### src/rtl/clock_pkg.sv
// Shared definitions for the clock system: set-field code points, calendar
// limits and the month-length rule used by the date counter.
package clock_pkg;

  localparam logic [1:0] FLD_NONE  = 2'b00;
  localparam logic [1:0] FLD_DAY   = 2'b01;
  localparam logic [1:0] FLD_MONTH = 2'b10;
  localparam logic [1:0] FLD_YEAR  = 2'b11;

  // Time-counter fields reuse the same code points as the date fields.
  localparam logic [1:0] FLD_SEC   = FLD_DAY;
  localparam logic [1:0] FLD_MIN   = FLD_MONTH;
  localparam logic [1:0] FLD_HOUR  = FLD_YEAR;

  localparam logic [3:0] MAX_MONTH = 4'd12;
  localparam logic [6:0] MAX_YEAR  = 7'd99;

  // Days in a month; year counts 2000-2099 so year%4==0 is exactly the leap rule.
  function automatic logic [4:0] month_len(input logic [3:0] month, input logic [6:0] year);
    logic [4:0] len;
    case (month)
      4'd4, 4'd6, 4'd9, 4'd11: len = 5'd30;
      4'd2:                    len = (year[1:0] == 2'b00) ? 5'd29 : 5'd28;
      default:                 len = 5'd31;
    endcase
    return len;
  endfunction

endpackage

### src/rtl/bin2bcd7.sv
// Registered 7-bit binary to two-digit BCD converter (valid for 0-99).
module bin2bcd7 #(
  parameter logic [7:0] RESET_VAL = 8'h00
) (
  input  logic       CK50M,
  input  logic       RST,
  input  logic [6:0] bin,
  output logic [7:0] bcd
);

  logic [7:0] bcd_d, bcd_q;

  always_comb begin
    bcd_d = {4'(bin / 7'd10), 4'(bin % 7'd10)};
  end

  always_ff @(posedge CK50M or posedge RST) begin
    if (RST) bcd_q <= RESET_VAL;
    else     bcd_q <= bcd_d;
  end

  assign bcd = bcd_q;

endmodule

### src/rtl/date_counter.sv
// Calendar day/month/year counter for 2000-2099 with set commands,
// driven by the midnight tick; binary outputs plus one-cycle-later BCD.
module date_counter
  import clock_pkg::*;
#(
  parameter int unsigned RESET_DAY   = 1,
  parameter int unsigned RESET_MONTH = 1,
  parameter int unsigned RESET_YEAR  = 0
) (
  input  logic       CK50M,
  input  logic       RST,
  input  logic       day_tick,
  input  logic       set_en,
  input  logic [1:0] set_field,
  input  logic [6:0] set_value,
  output logic [4:0] day,
  output logic [3:0] month,
  output logic [6:0] year,
  output logic [7:0] day_bcd,
  output logic [7:0] month_bcd,
  output logic [7:0] year_bcd,
  output logic       set_err,
  output logic       year_wrap
);

  localparam logic [7:0] DAY_BCD_RST   = {4'(RESET_DAY / 10),   4'(RESET_DAY % 10)};
  localparam logic [7:0] MONTH_BCD_RST = {4'(RESET_MONTH / 10), 4'(RESET_MONTH % 10)};
  localparam logic [7:0] YEAR_BCD_RST  = {4'(RESET_YEAR / 10),  4'(RESET_YEAR % 10)};

  logic [4:0] day_d, day_q;
  logic [3:0] month_d, month_q;
  logic [6:0] year_d, year_q;
  logic       set_err_d, set_err_q;
  logic       year_wrap_d, year_wrap_q;
  logic [4:0] cur_len, new_len;

  // Next-state: a real set command (accepted or rejected) pre-empts the tick.
  always_comb begin
    day_d       = day_q;
    month_d     = month_q;
    year_d      = year_q;
    set_err_d   = 1'b0;
    year_wrap_d = 1'b0;
    cur_len     = month_len(month_q, year_q);
    new_len     = cur_len;

    if (set_en && (set_field != FLD_NONE)) begin
      case (set_field)
        FLD_DAY: begin
          if ((set_value != 7'd0) && (set_value <= {2'b00, cur_len})) day_d = set_value[4:0];
          else                                                        set_err_d = 1'b1;
        end
        FLD_MONTH: begin
          if ((set_value != 7'd0) && (set_value <= {3'b000, MAX_MONTH})) begin
            month_d = set_value[3:0];
            new_len = month_len(set_value[3:0], year_q);
            if (day_q > new_len) day_d = new_len;
          end else begin
            set_err_d = 1'b1;
          end
        end
        FLD_YEAR: begin
          if (set_value <= MAX_YEAR) begin
            year_d  = set_value;
            new_len = month_len(month_q, set_value);
            if (day_q > new_len) day_d = new_len;
          end else begin
            set_err_d = 1'b1;
          end
        end
        default: ;
      endcase
    end else if (day_tick) begin
      if (day_q < cur_len) begin
        day_d = day_q + 5'd1;
      end else begin
        day_d = 5'd1;
        if (month_q < MAX_MONTH) begin
          month_d = month_q + 4'd1;
        end else begin
          month_d = 4'd1;
          if (year_q < MAX_YEAR) begin
            year_d = year_q + 7'd1;
          end else begin
            year_d      = 7'd0;
            year_wrap_d = 1'b1;
          end
        end
      end
    end
  end

  always_ff @(posedge CK50M or posedge RST) begin
    if (RST) begin
      day_q       <= 5'(RESET_DAY);
      month_q     <= 4'(RESET_MONTH);
      year_q      <= 7'(RESET_YEAR);
      set_err_q   <= 1'b0;
      year_wrap_q <= 1'b0;
    end else begin
      day_q       <= day_d;
      month_q     <= month_d;
      year_q      <= year_d;
      set_err_q   <= set_err_d;
      year_wrap_q <= year_wrap_d;
    end
  end

  assign day       = day_q;
  assign month     = month_q;
  assign year      = year_q;
  assign set_err   = set_err_q;
  assign year_wrap = year_wrap_q;

  bin2bcd7 #(.RESET_VAL(DAY_BCD_RST)) u_day_bcd (
    .CK50M(CK50M), .RST(RST), .bin({2'b00, day_q}), .bcd(day_bcd)
  );

  bin2bcd7 #(.RESET_VAL(MONTH_BCD_RST)) u_month_bcd (
    .CK50M(CK50M), .RST(RST), .bin({3'b000, month_q}), .bcd(month_bcd)
  );

  bin2bcd7 #(.RESET_VAL(YEAR_BCD_RST)) u_year_bcd (
    .CK50M(CK50M), .RST(RST), .bin(year_q), .bcd(year_bcd)
  );

endmodule

### config.mk
export PLATFORM = sky130hd
export DESIGN_NAME = date_counter
export DESIGN_NICKNAME = d
export VERILOG_FILES = /design/src/rtl/clock_pkg.sv /design/src/rtl/bin2bcd7.sv /design/src/rtl/date_counter.sv
export SDC_FILE = /design/constraint.sdc
export NUM_CORES = 1
export LEC_CHECK = 0
export BUFFER_PORTS_ARGS = -buffer_cell sky130_fd_sc_hd__buf_4
export CORE_MARGIN = 5
export CORE_UTILIZATION = 45
export CTS_BUF_LIST = sky130_fd_sc_hd__clkbuf_8
export CTS_CLUSTER_DIAMETER = 80
export DETAILED_ROUTE_END_ITERATION = 10
export GPL_ROUTABILITY_DRIVEN = 1
export PLACE_DENSITY = 0.69
export SYNTH_ARGS = -nofsm -noshare
export SYNTH_HDL_FRONTEND = slang
export SYNTH_SLANG_ARGS = --single-unit
### constraint.sdc
create_clock -name CK50M -period 6.9 [get_ports CK50M]
set_input_delay 0 -clock CK50M [delete_from_list [all_inputs] [get_ports CK50M]]
set_output_delay 0 -clock CK50M [all_outputs]
set_load 0.01 [all_outputs]
# [Word-level counts from Yosys, hierarchy flattened]
# Cells that the tools add are included.
[op_classes] n_reduce_logical=13 div_mod_pow=6 n_mux=43 magnitude_cmp=8 n_eq_ne=25 n_addsub=3
[op_table] op="2-to-1 mux 5 bit" count=14
[op_table] op="2-to-1 mux 7 bit" count=7
[op_table] op="2-to-1 mux 4 bit" count=6
[op_table] op="== test 4 x 3 -> 1 bit, second input constant" count=4
[op_table] op="== test 4 bit, second input constant" count=4
[op_table] op="inequality test 3 bit, second input constant" count=5
[op_table] op="one-hot mux 5 bit (3 select lines)" count=1
[op_table] op="one-hot mux 2 bit (2 select lines)" count=3
[op_table] op="2-to-1 mux 1 bit" count=11
[op_table] op="greater-than comparator 5 bit" count=2
[op_table] op="== test 4 x 2 -> 1 bit, second input constant" count=2
[op_table] op="inequality test 2 x 1 -> 1 bit, second input constant" count=4
[op_table] op="OR reduction 4 bit" count=2
[op_table] op="adder 7 x 1 -> 7 bit, second input constant" count=1
[op_table] op="divider 4 x 4 -> 7 bit, second input constant" count=1
[op_table] op="divider 5 x 4 -> 7 bit, second input constant" count=1
[op_table] op="divider 7 x 4 -> 7 bit, second input constant" count=1
[op_table] op="<= comparator 7 x 4 -> 1 bit, second input constant" count=1
[op_table] op="<= comparator 7 x 5 -> 1 bit" count=1
[op_table] op="<= comparator 7 bit, second input constant" count=1
[op_table] op="< comparator 7 bit, second input constant" count=1
[op_table] op="remainder unit 4 x 4 -> 7 bit, second input constant" count=1
[op_table] op="remainder unit 5 x 4 -> 7 bit, second input constant" count=1
[op_table] op="remainder unit 7 x 4 -> 7 bit, second input constant" count=1
[op_table] op="16 further kinds" count=22
[totals] input_bits=13 word_cells=106 output_inout_bits=42 reg_bits=42

# [Logic depth before layout (Yosys ltp)]
# Gate-level depths: netlist of the first run.
[depth] ltp_word=11 mapped_depth=13

# [Cells and area by module]
# Synthesis of the first run repeated with hierarchy kept, for this count alone.
[unflattened] cells_unflattened=381 area_unflattened_um2=3484.6
[by_module_without_submodules] module="date_counter" area_each_um2=1590.3 cells_each=189 instances=1 seq_area_each_um2=452.9
[by_module_without_submodules] module="bin2bcd7 (u_day_bcd ...)" area_each_um2=631.9 cells_each=64 instances=2 seq_area_each_um2=201.4
[by_module_without_submodules] module="bin2bcd7 (u_year_bcd)" area_each_um2=630.6 cells_each=64 instances=1 seq_area_each_um2=200.2

# [Worst setup path before layout of the first run]
# Ideal clock, no wire load.
[synth_timing] path_type="reg2reg" start="register year_q[5], in the netlist year[5]" end="register u_year_bcd.bcd_q[2], in the netlist u_year_bcd.bcd[2]" n_path_buf=1 stages_incl_launch_ff=13 path_slack_ps=4027 period_less_slack_ps=2873 arrival_time_ps=2793 cell_sequence="dfrtp_1 > clkbuf_1 > nor2b_1 > xnor2_1 > nor3_1 > a311oi_1 > ha_1 > and2b_1 > nor2_1 > a211o_1 > a211o_1 > o21ai_2 > mux2i_1"
[synth_between] elab_chain_cells=1
[synth_rtl] element="from (decl)" line_no="date_counter.sv:32" source="logic [6:0] year_d, year_q;"
[synth_rtl] element="from (signal assigned)" line_no="date_counter.sv:97" source="year_q <= 7'(RESET_YEAR);"
[synth_rtl] element="from (signal assigned)" line_no="date_counter.sv:103" source="year_q <= year_d;"
[synth_rtl] element="remainder unit 7 x 4 -> 7 bit" line_no="bin2bcd7.sv:14" source="bcd_d = {4'(bin / 7'd10), 4'(bin % 7'd10)};"
[synth_rtl] element="net u_year_bcd.bcd_d[2]" line_no="bin2bcd7.sv:11" source="logic [7:0] bcd_d, bcd_q;"
[synth_rtl] element="to (signal assigned)" line_no="bin2bcd7.sv:18" source="if (RST) bcd_q <= RESET_VAL;"
[synth_rtl] element="to (signal assigned)" line_no="bin2bcd7.sv:19" source="else bcd_q <= bcd_d;"
[synth_rtl] element="to (decl)" line_no="bin2bcd7.sv:11"
# The timed path passes the listed nets, and every way through them passes these cells.
# A chain may end at the register's enable or synchronous reset.

# [Worst setup path after layout of the first run]
[layout_timing] start="register year_q[4], in the netlist year[4]" end="register u_year_bcd.bcd_q[2], in the netlist u_year_bcd.bcd[2]"
# Same word-level chain as after synthesis.

==> results of run 1 <==
[per-stage QoR]
| stage | cell area (um2) | utilization | hold WS, ns | power, mW | cells |
|---|---|---|---|---|---|
| 3_5_place_dp | 3240 | 0.510 | 0.161 | 1.37 | 432 |
| 2_1_floorplan | 2960 | - | 0.177 | 1.09 | 330 |
| 5_1_grt | 3370 | 0.531 | 0.0447 | 1.72 | 441 |
| 3_3_place_gp | 3240 | 0.510 | 0.148 | 1.35 | 432 |
| 4_1_cts | 3370 | 0.531 | 0.0157 | 1.58 | 441 |
| 6_report | 3370 | 0.531 | 0.0223 | 1.57 | 441 |
[timing repair]
action | 4_1_cts | 5_1_grt
hold buffers | 1 | 0
resized for setup | 0 | 0
endpoints found under the hold margin | 33 | 0
[cells by family after synthesis]
group	synth area share
mux	0.0153
buf+inv	0.0919
compound gates	0.289
xor+xnor	0.0238
other cells	0.00127
flops	0.316
fa+ha+maj	0.0936
simple gates	0.169
[state kept, by name (all words and copies together), names as in the netlist]
register / cells
u_year_bcd.bcd: 8
year: 7
u_day_bcd.bcd: 6
day: 5
u_month_bcd.bcd: 5
month: 4
set_err: 1
year_wrap: 1
[synth_stat cells (all sizes together), types with 3 or more instances]
cell type,number
a221oi,3
buf,17
a211o,4
nand2b,7
xnor2,6
nor2,16
a31oi,3
nor3,8
ha,22
nor4b,3
o22ai,6
nand3,8
nand2,32
mux2i,3
clkbuf,9
a211oi,4
o21ai,34
a41oi,3
and2,3
dfstp,4
inv,20
nor2b,10
dfrtp,33
a22o,5
a21oi,16
o211ai,3
[power by group]
part | switching (mW) | internal [mW] | leakage (nW)
Clock | 0.0839 | 0.118 | 0.0574
Combinational | 0.465 | 0.427 | 0.986
Sequential | 0.152 | 0.324 | 0.446
[cell type report]
cell class | instances | area, um2 | share of cell area
repair buffers | 52 | 393 | 0.117
well taps | 77 | 96.3 | 0.0286
clock buffers | 6 | 82.6 | 0.0245
clock inverters | 2 | 37.5 | 0.0111
inverters | 20 | 75.1 | 0.0223
flip-flops and latches | 37 | 931 | 0.276
multi-input cells | 247 | 1760 | 0.521
[layer usage]
layer,wire length (um),up-vias,share of wire,global-route usage
met5,0,-,0,0
met4,42,0,0.0059,0.0550
met3,439,4,0.062,0.0358
met2,3140,91,0.44,0.260
met1,3510,1185,0.49,0.262
li1,-,1245,-,-
[worst max-delay path, cell delays in order (launching register included)]
cell      delay [ns]
dfrtp_1         0.73
nand2b_1        0.26
o21ai_0         0.14
nand2b_1        0.11
a21oi_1         0.06
a311oi_1        0.30
ha_1            0.38
and2b_1         0.24
nor2_1          0.06
a211o_1         0.23
a211o_1         0.31
o21ai_2         0.19
mux2i_1         0.21
[how the worst max path moves through the flow]
stage and endpoint:
6_report u_year_bcd.bcd[2]$_DFF_PP0_, 5_1_grt u_year_bcd.bcd[2]$_DFF_PP0_, 4_1_cts u_year_bcd.bcd[2]$_DFF_PP0_, 3_5_place_dp u_year_bcd.bcd[2]$_DFF_PP0_, 3_3_place_gp u_year_bcd.bcd[2]$_DFF_PP0_, 2_1_floorplan u_year_bcd.bcd[2]$_DFF_PP0_
==> key figures, run 1 <==
Routing
  – Post-DR vias/cell: 5.73
  – WL/cell: roughly 16 um
  – First drt pass iteration count: 5
  – Total number of vias: 2525
  – WL final: just over 7000 um
  – Drt drc: 0
  – First-iteration detailed-routing DRC count: roughly 200
  – ANT nets after route: 0

Setup path
  – CP endpoint kind: register
  – Worst Reg-to-Reg Cells: 12
  – Crit path DAT: around 3.5 ns
  – CP startpoint kind: register
  – Worst Setup SP: year[4]$_DFFE_PP0P_
  – Max FO, Critical Path: 21
  – Crit Path Class: register to register
  – WP data required: between 7 and 8 ns
  – R2r setup slk: about 3.6 ns
  – R2r endpoint: u_year_bcd.bcd[2]$_DFF_PP0_
  – Reg2reg start: year[4]$_DFFE_PP0P_

Floorplanning
  – I/O pin cnt: between 50 and 60
  – Chip width: approximately 91 um
  – Core area: around 6300 um2
  – Initial core utilization: 0.463
  – Die height: a little over 90 um
  – Die area: 8250 um2
  – Row count: 29

STA
  – Setup_tns: 0 ns
  – Final min period: 3.31 ns
  – Fin worst setup slack: 3.59 ns
  – Worst slew margin: 0.483
  – Final hold vios: 0
  – Max Slew Vio Count: 0
  – Clk_skew: 0.00668 ns
  – Final setup viols: 0
  – Worst Tran Pin Value: between 0.7 and 0.8 ns
  – Max Fclk: between 300 and 400 MHz
  – Final Cycle Share: 0.479
  – RSZ-0062 raised after global routing: false

Global route
  – Initial antenna violation count: 0
  – Pin count of the biggest net entering global routing: 38
  – Vias in the first global route: between 2k and 2.5k
  – First-pass GRT wire length: 12200 um
  – Total grt overflow: 0
  – GRT Total Usage: 0.178

Synthesis
  – Yosys top cell by area: dfrtp_1
  – Count of different cell masters after synthesis: 77
  – Register area share after synthesis: 0.316
  – Warnings from Yosys: 0
  – Mapped cell area: between 2000 and 3000 um2
  – Synth area leaders: dfrtp_1 28%, ha_1 9.4%, o21ai_0 5.4%
  – Top-area cell type share of the netlist area: 0.281
  – Share of flip-flops with an asynchronous set or reset: 1.00
  – Post-Synthesis Cells: 326
  – Ys flop type: dfrtp_1
  – Post-synth EDFFs: 0
  – Number of synthesized register bits: 37
  – Avg Inst Size Synth: between 9 and 10 um2

CTS
  – TritonCTS Buffers: 5
  – Clock latency on the worst-skew pair: 0.29 ns
  – Post-CTS setup buffers: 0
  – Clk sinks: 37
  – Worst-path clk slew: around 0.080 ns
  – CTS tree: built
  – H-tree Lvls: 2
  – Max Buffers Root-to-Sink: 2
  – Clock root buffer: clkbuf_8

Finish
  – Fillers: 566
  – Most frequent cells in the layout: 51 x buf_4, 33 x dfrtp_1, 32 x o21ai_0, 32 x nand2_1, 22 x ha_1
  – Fin nets: 398
  – Area growth, synth to finish: 14.6%
  – Antenna cells: 0
  – Share of cells above drive strength 1: 0.245
  – Most common cell after layout, fill and taps aside: buf_4

Power and ir drop
  – PD cells: 466 nW/um2
  – VDD IR max: approximately 0.00021 V
  – P_leak: between 1 and 1.5 nW

Worst hold path
  – Worst Hold Path Cells: 3
  – Worst min-delay path class: primary input to register
  – Hold Path Sink: set_err$_DFF_PP0_
  – Hold Startpoint: set_field[0]

Flow run
  – Max Cap Viol: 0

Run status
  – Status: completed

Placed design
  – Setup WS pre-CTS: approximately 3.6 ns
  – IO Port Bufs: between 40 and 50
  – Post-DP HPWL: approximately 5200 um
  – Placer congestion estimate: between 0.8 and 0.9
Note: power is estimated with default switching activity, not from simulation.
==> run 2: changes to the inputs <==
Clock period 6.9 ns to 3.4 ns, I/O delays scaled along.
==> key figures, run 2 (same netlist as run 1, synthesis figures left out) <==
Global route
  – Pin count of the biggest net entering global routing: 31
  – First-pass GRT wire length: 12000 um
  – GRT Total Usage: 0.173
  – Total grt overflow: 0
  – Initial antenna violation count: 0
  – Vias in the first global route: between 2k and 2.5k

STA
  – Final hold vios: 0
  – Worst slew margin: 0.525
  – Final setup viols: 0
  – Final min period: between 3 and 4 ns
  – Worst Tran Pin Value: between 0.7 and 0.8 ns
  – RSZ-0062 raised after global routing: false
  – Final Cycle Share: 0.895
  – Setup_tns: 0 ns
  – Clk_skew: 0.0122 ns
  – Max Fclk: around 330 MHz
  – Max Slew Vio Count: 0

Power and ir drop
  – VDD IR max: between 0.0004 and 0.0005 V
  – PD cells: approximately 940 nW/um2
  – P_leak: approximately 1.5 nW
  – Pwr Total: between 3 and 4 mW

Finish
  – Share of cells above drive strength 1: 0.261
  – Most common cell after layout, fill and taps aside: buf_4
  – Fin nets: ~410
  – Largest register FFs: 8
  – Most frequent cells in the layout: 57 x buf_4, 32 x o21ai_0, 32 x nand2_1, 32 x dfrtp_1, 22 x ha_1
  – Antenna cells: 0
  – Fillers: 576
  – Area growth, synth to finish: 17.1%
  – Multi-input gate area: 1760 um2
  – Register Area: 932 um2

CTS
  – Clock latency on the worst-skew pair: 0.30 ns
  – TritonCTS Buffers: 5
  – Clock root buffer: clkbuf_8
  – Post-CTS setup buffers: 0
  – Worst-path clk slew: 0.09 ns
  – CTS tree: built
  – Max Buffers Root-to-Sink: 2
  – Clk sinks: 37
  – H-tree Lvls: 2

Routing
  – Drt drc: 0
  – WL final: 7230 um
  – ANT nets after route: 0
  – WL/cell: 16.1 um
  – First drt pass iteration count: 4
  – First-iteration detailed-routing DRC count: roughly 180
  – Post-DR vias/cell: 5.75
  – Total number of vias: approximately 2.6k

Run status
  – Status: completed

Placed design
  – IO Port Bufs: about 50
  – Post-DP HPWL: 5380 um
  – Placer congestion estimate: 0.890

Floorplanning
  – Die height: roughly 91 um
  – Row count: 29
  – Chip width: 90.9 um
  – Die area: 8250 um2
  – Core area: 6350 um2
  – I/O pin cnt: 55
  – Initial core utilization: 0.463

Setup path
  – CP endpoint kind: register
  – Crit Path Class: register to register
  – Crit path DAT: 3.26 ns
  – WP data required: 3.62 ns
  – CP startpoint kind: register
  – Max FO, Critical Path: 14

Worst hold path
  – Worst min-delay path class: primary input to register

Flow run
  – Max Cap Viol: 0
[run 2: cell count changes in the layout (fill, tap and decap cells not counted), sizes merged]
cell  previous run  this run
buf             51        58
[run 2: stage by stage]
step	cell area, um2	hold WS, ns	utilization	worst slack (ns)	instances
after floorplan	2960	0.177	-	0.527	330
after global placement	3290	0.341	0.517	0.334	438
after detailed placement	3290	0.338	0.517	0.257	438
after CTS	3410	0.0186	0.536	0.211	446
after global routing	3440	0.0444	0.542	0.0694	448
final	3440	0.0242	0.542	0.356	448
[run 2: critical path, cell delays in order (launching register included)]
cell and delay, ns:
dfrtp_2 0.51, inv_1 0.12, nor2_1 0.28, nor3_1 0.10, a311oi_1 0.33, ha_1 0.38
and2b_1 0.25, nor2_1 0.06, a211o_1 0.23, a211o_1 0.30, o21ai_2 0.18, mux2i_1 0.21
[run 2: worst paths after layout]
path	start	endpoint	slack (ns)	cells past startpoint
min in group asynchronous	RST	year[1]$_DFFE_PP0P_	0.31	3
setup / recovery	year[2]$_DFFE_PP0P_	u_year_bcd.bcd[2]$_DFF_PP0_	0.36	11
hold / removal	set_field[0]	set_err$_DFF_PP0_	0.02	3
max in group asynchronous	RST	day[0]$_DFFE_PP1P_	2.52	4
setup reg to reg	year[2]$_DFFE_PP0P_	u_year_bcd.bcd[2]$_DFF_PP0_	0.36	11
hold reg to reg	month[0]$_DFFE_PP1P_	u_month_bcd.bcd[0]$_DFF_PP1_	0.42	0
[run 2: layout make-up]
type | instances | area share
Clock inverter | 2 | 0.0109
Inverter | 20 | 0.0218
Timing Repair Buffer | 59 | 0.135
Multi-Input combinational cell | 247 | 0.510
Tap cell | 77 | 0.0280
Sequential cell | 37 | 0.271
Clock buffer | 6 | 0.0240
[run 2: repair_timing]
action	CTS	global route
endpoints found under the hold margin	0	11
resized for setup	0	1
hold buffers	0	1
endpoints found under the setup margin	0	2
[run 2: power breakdown]
group / internal, mW / switching (mW) / total [mW]
registers: 0.661 / 0.221 / 0.882
clock network: 0.239 / 0.169 / 0.408
logic: 0.905 / 1.05 / 1.96
total: 1.80 / 1.44 / 3.25
[run 2: per-layer routing]
layer,vias up,GRT usage,part of all wire
li1,1263,-,-
met1,1220,0.268,0.51
met2,84,0.246,0.42
met3,7,0.0300,0.056
met4,0,0.0465,0.011
met5,-,0,0
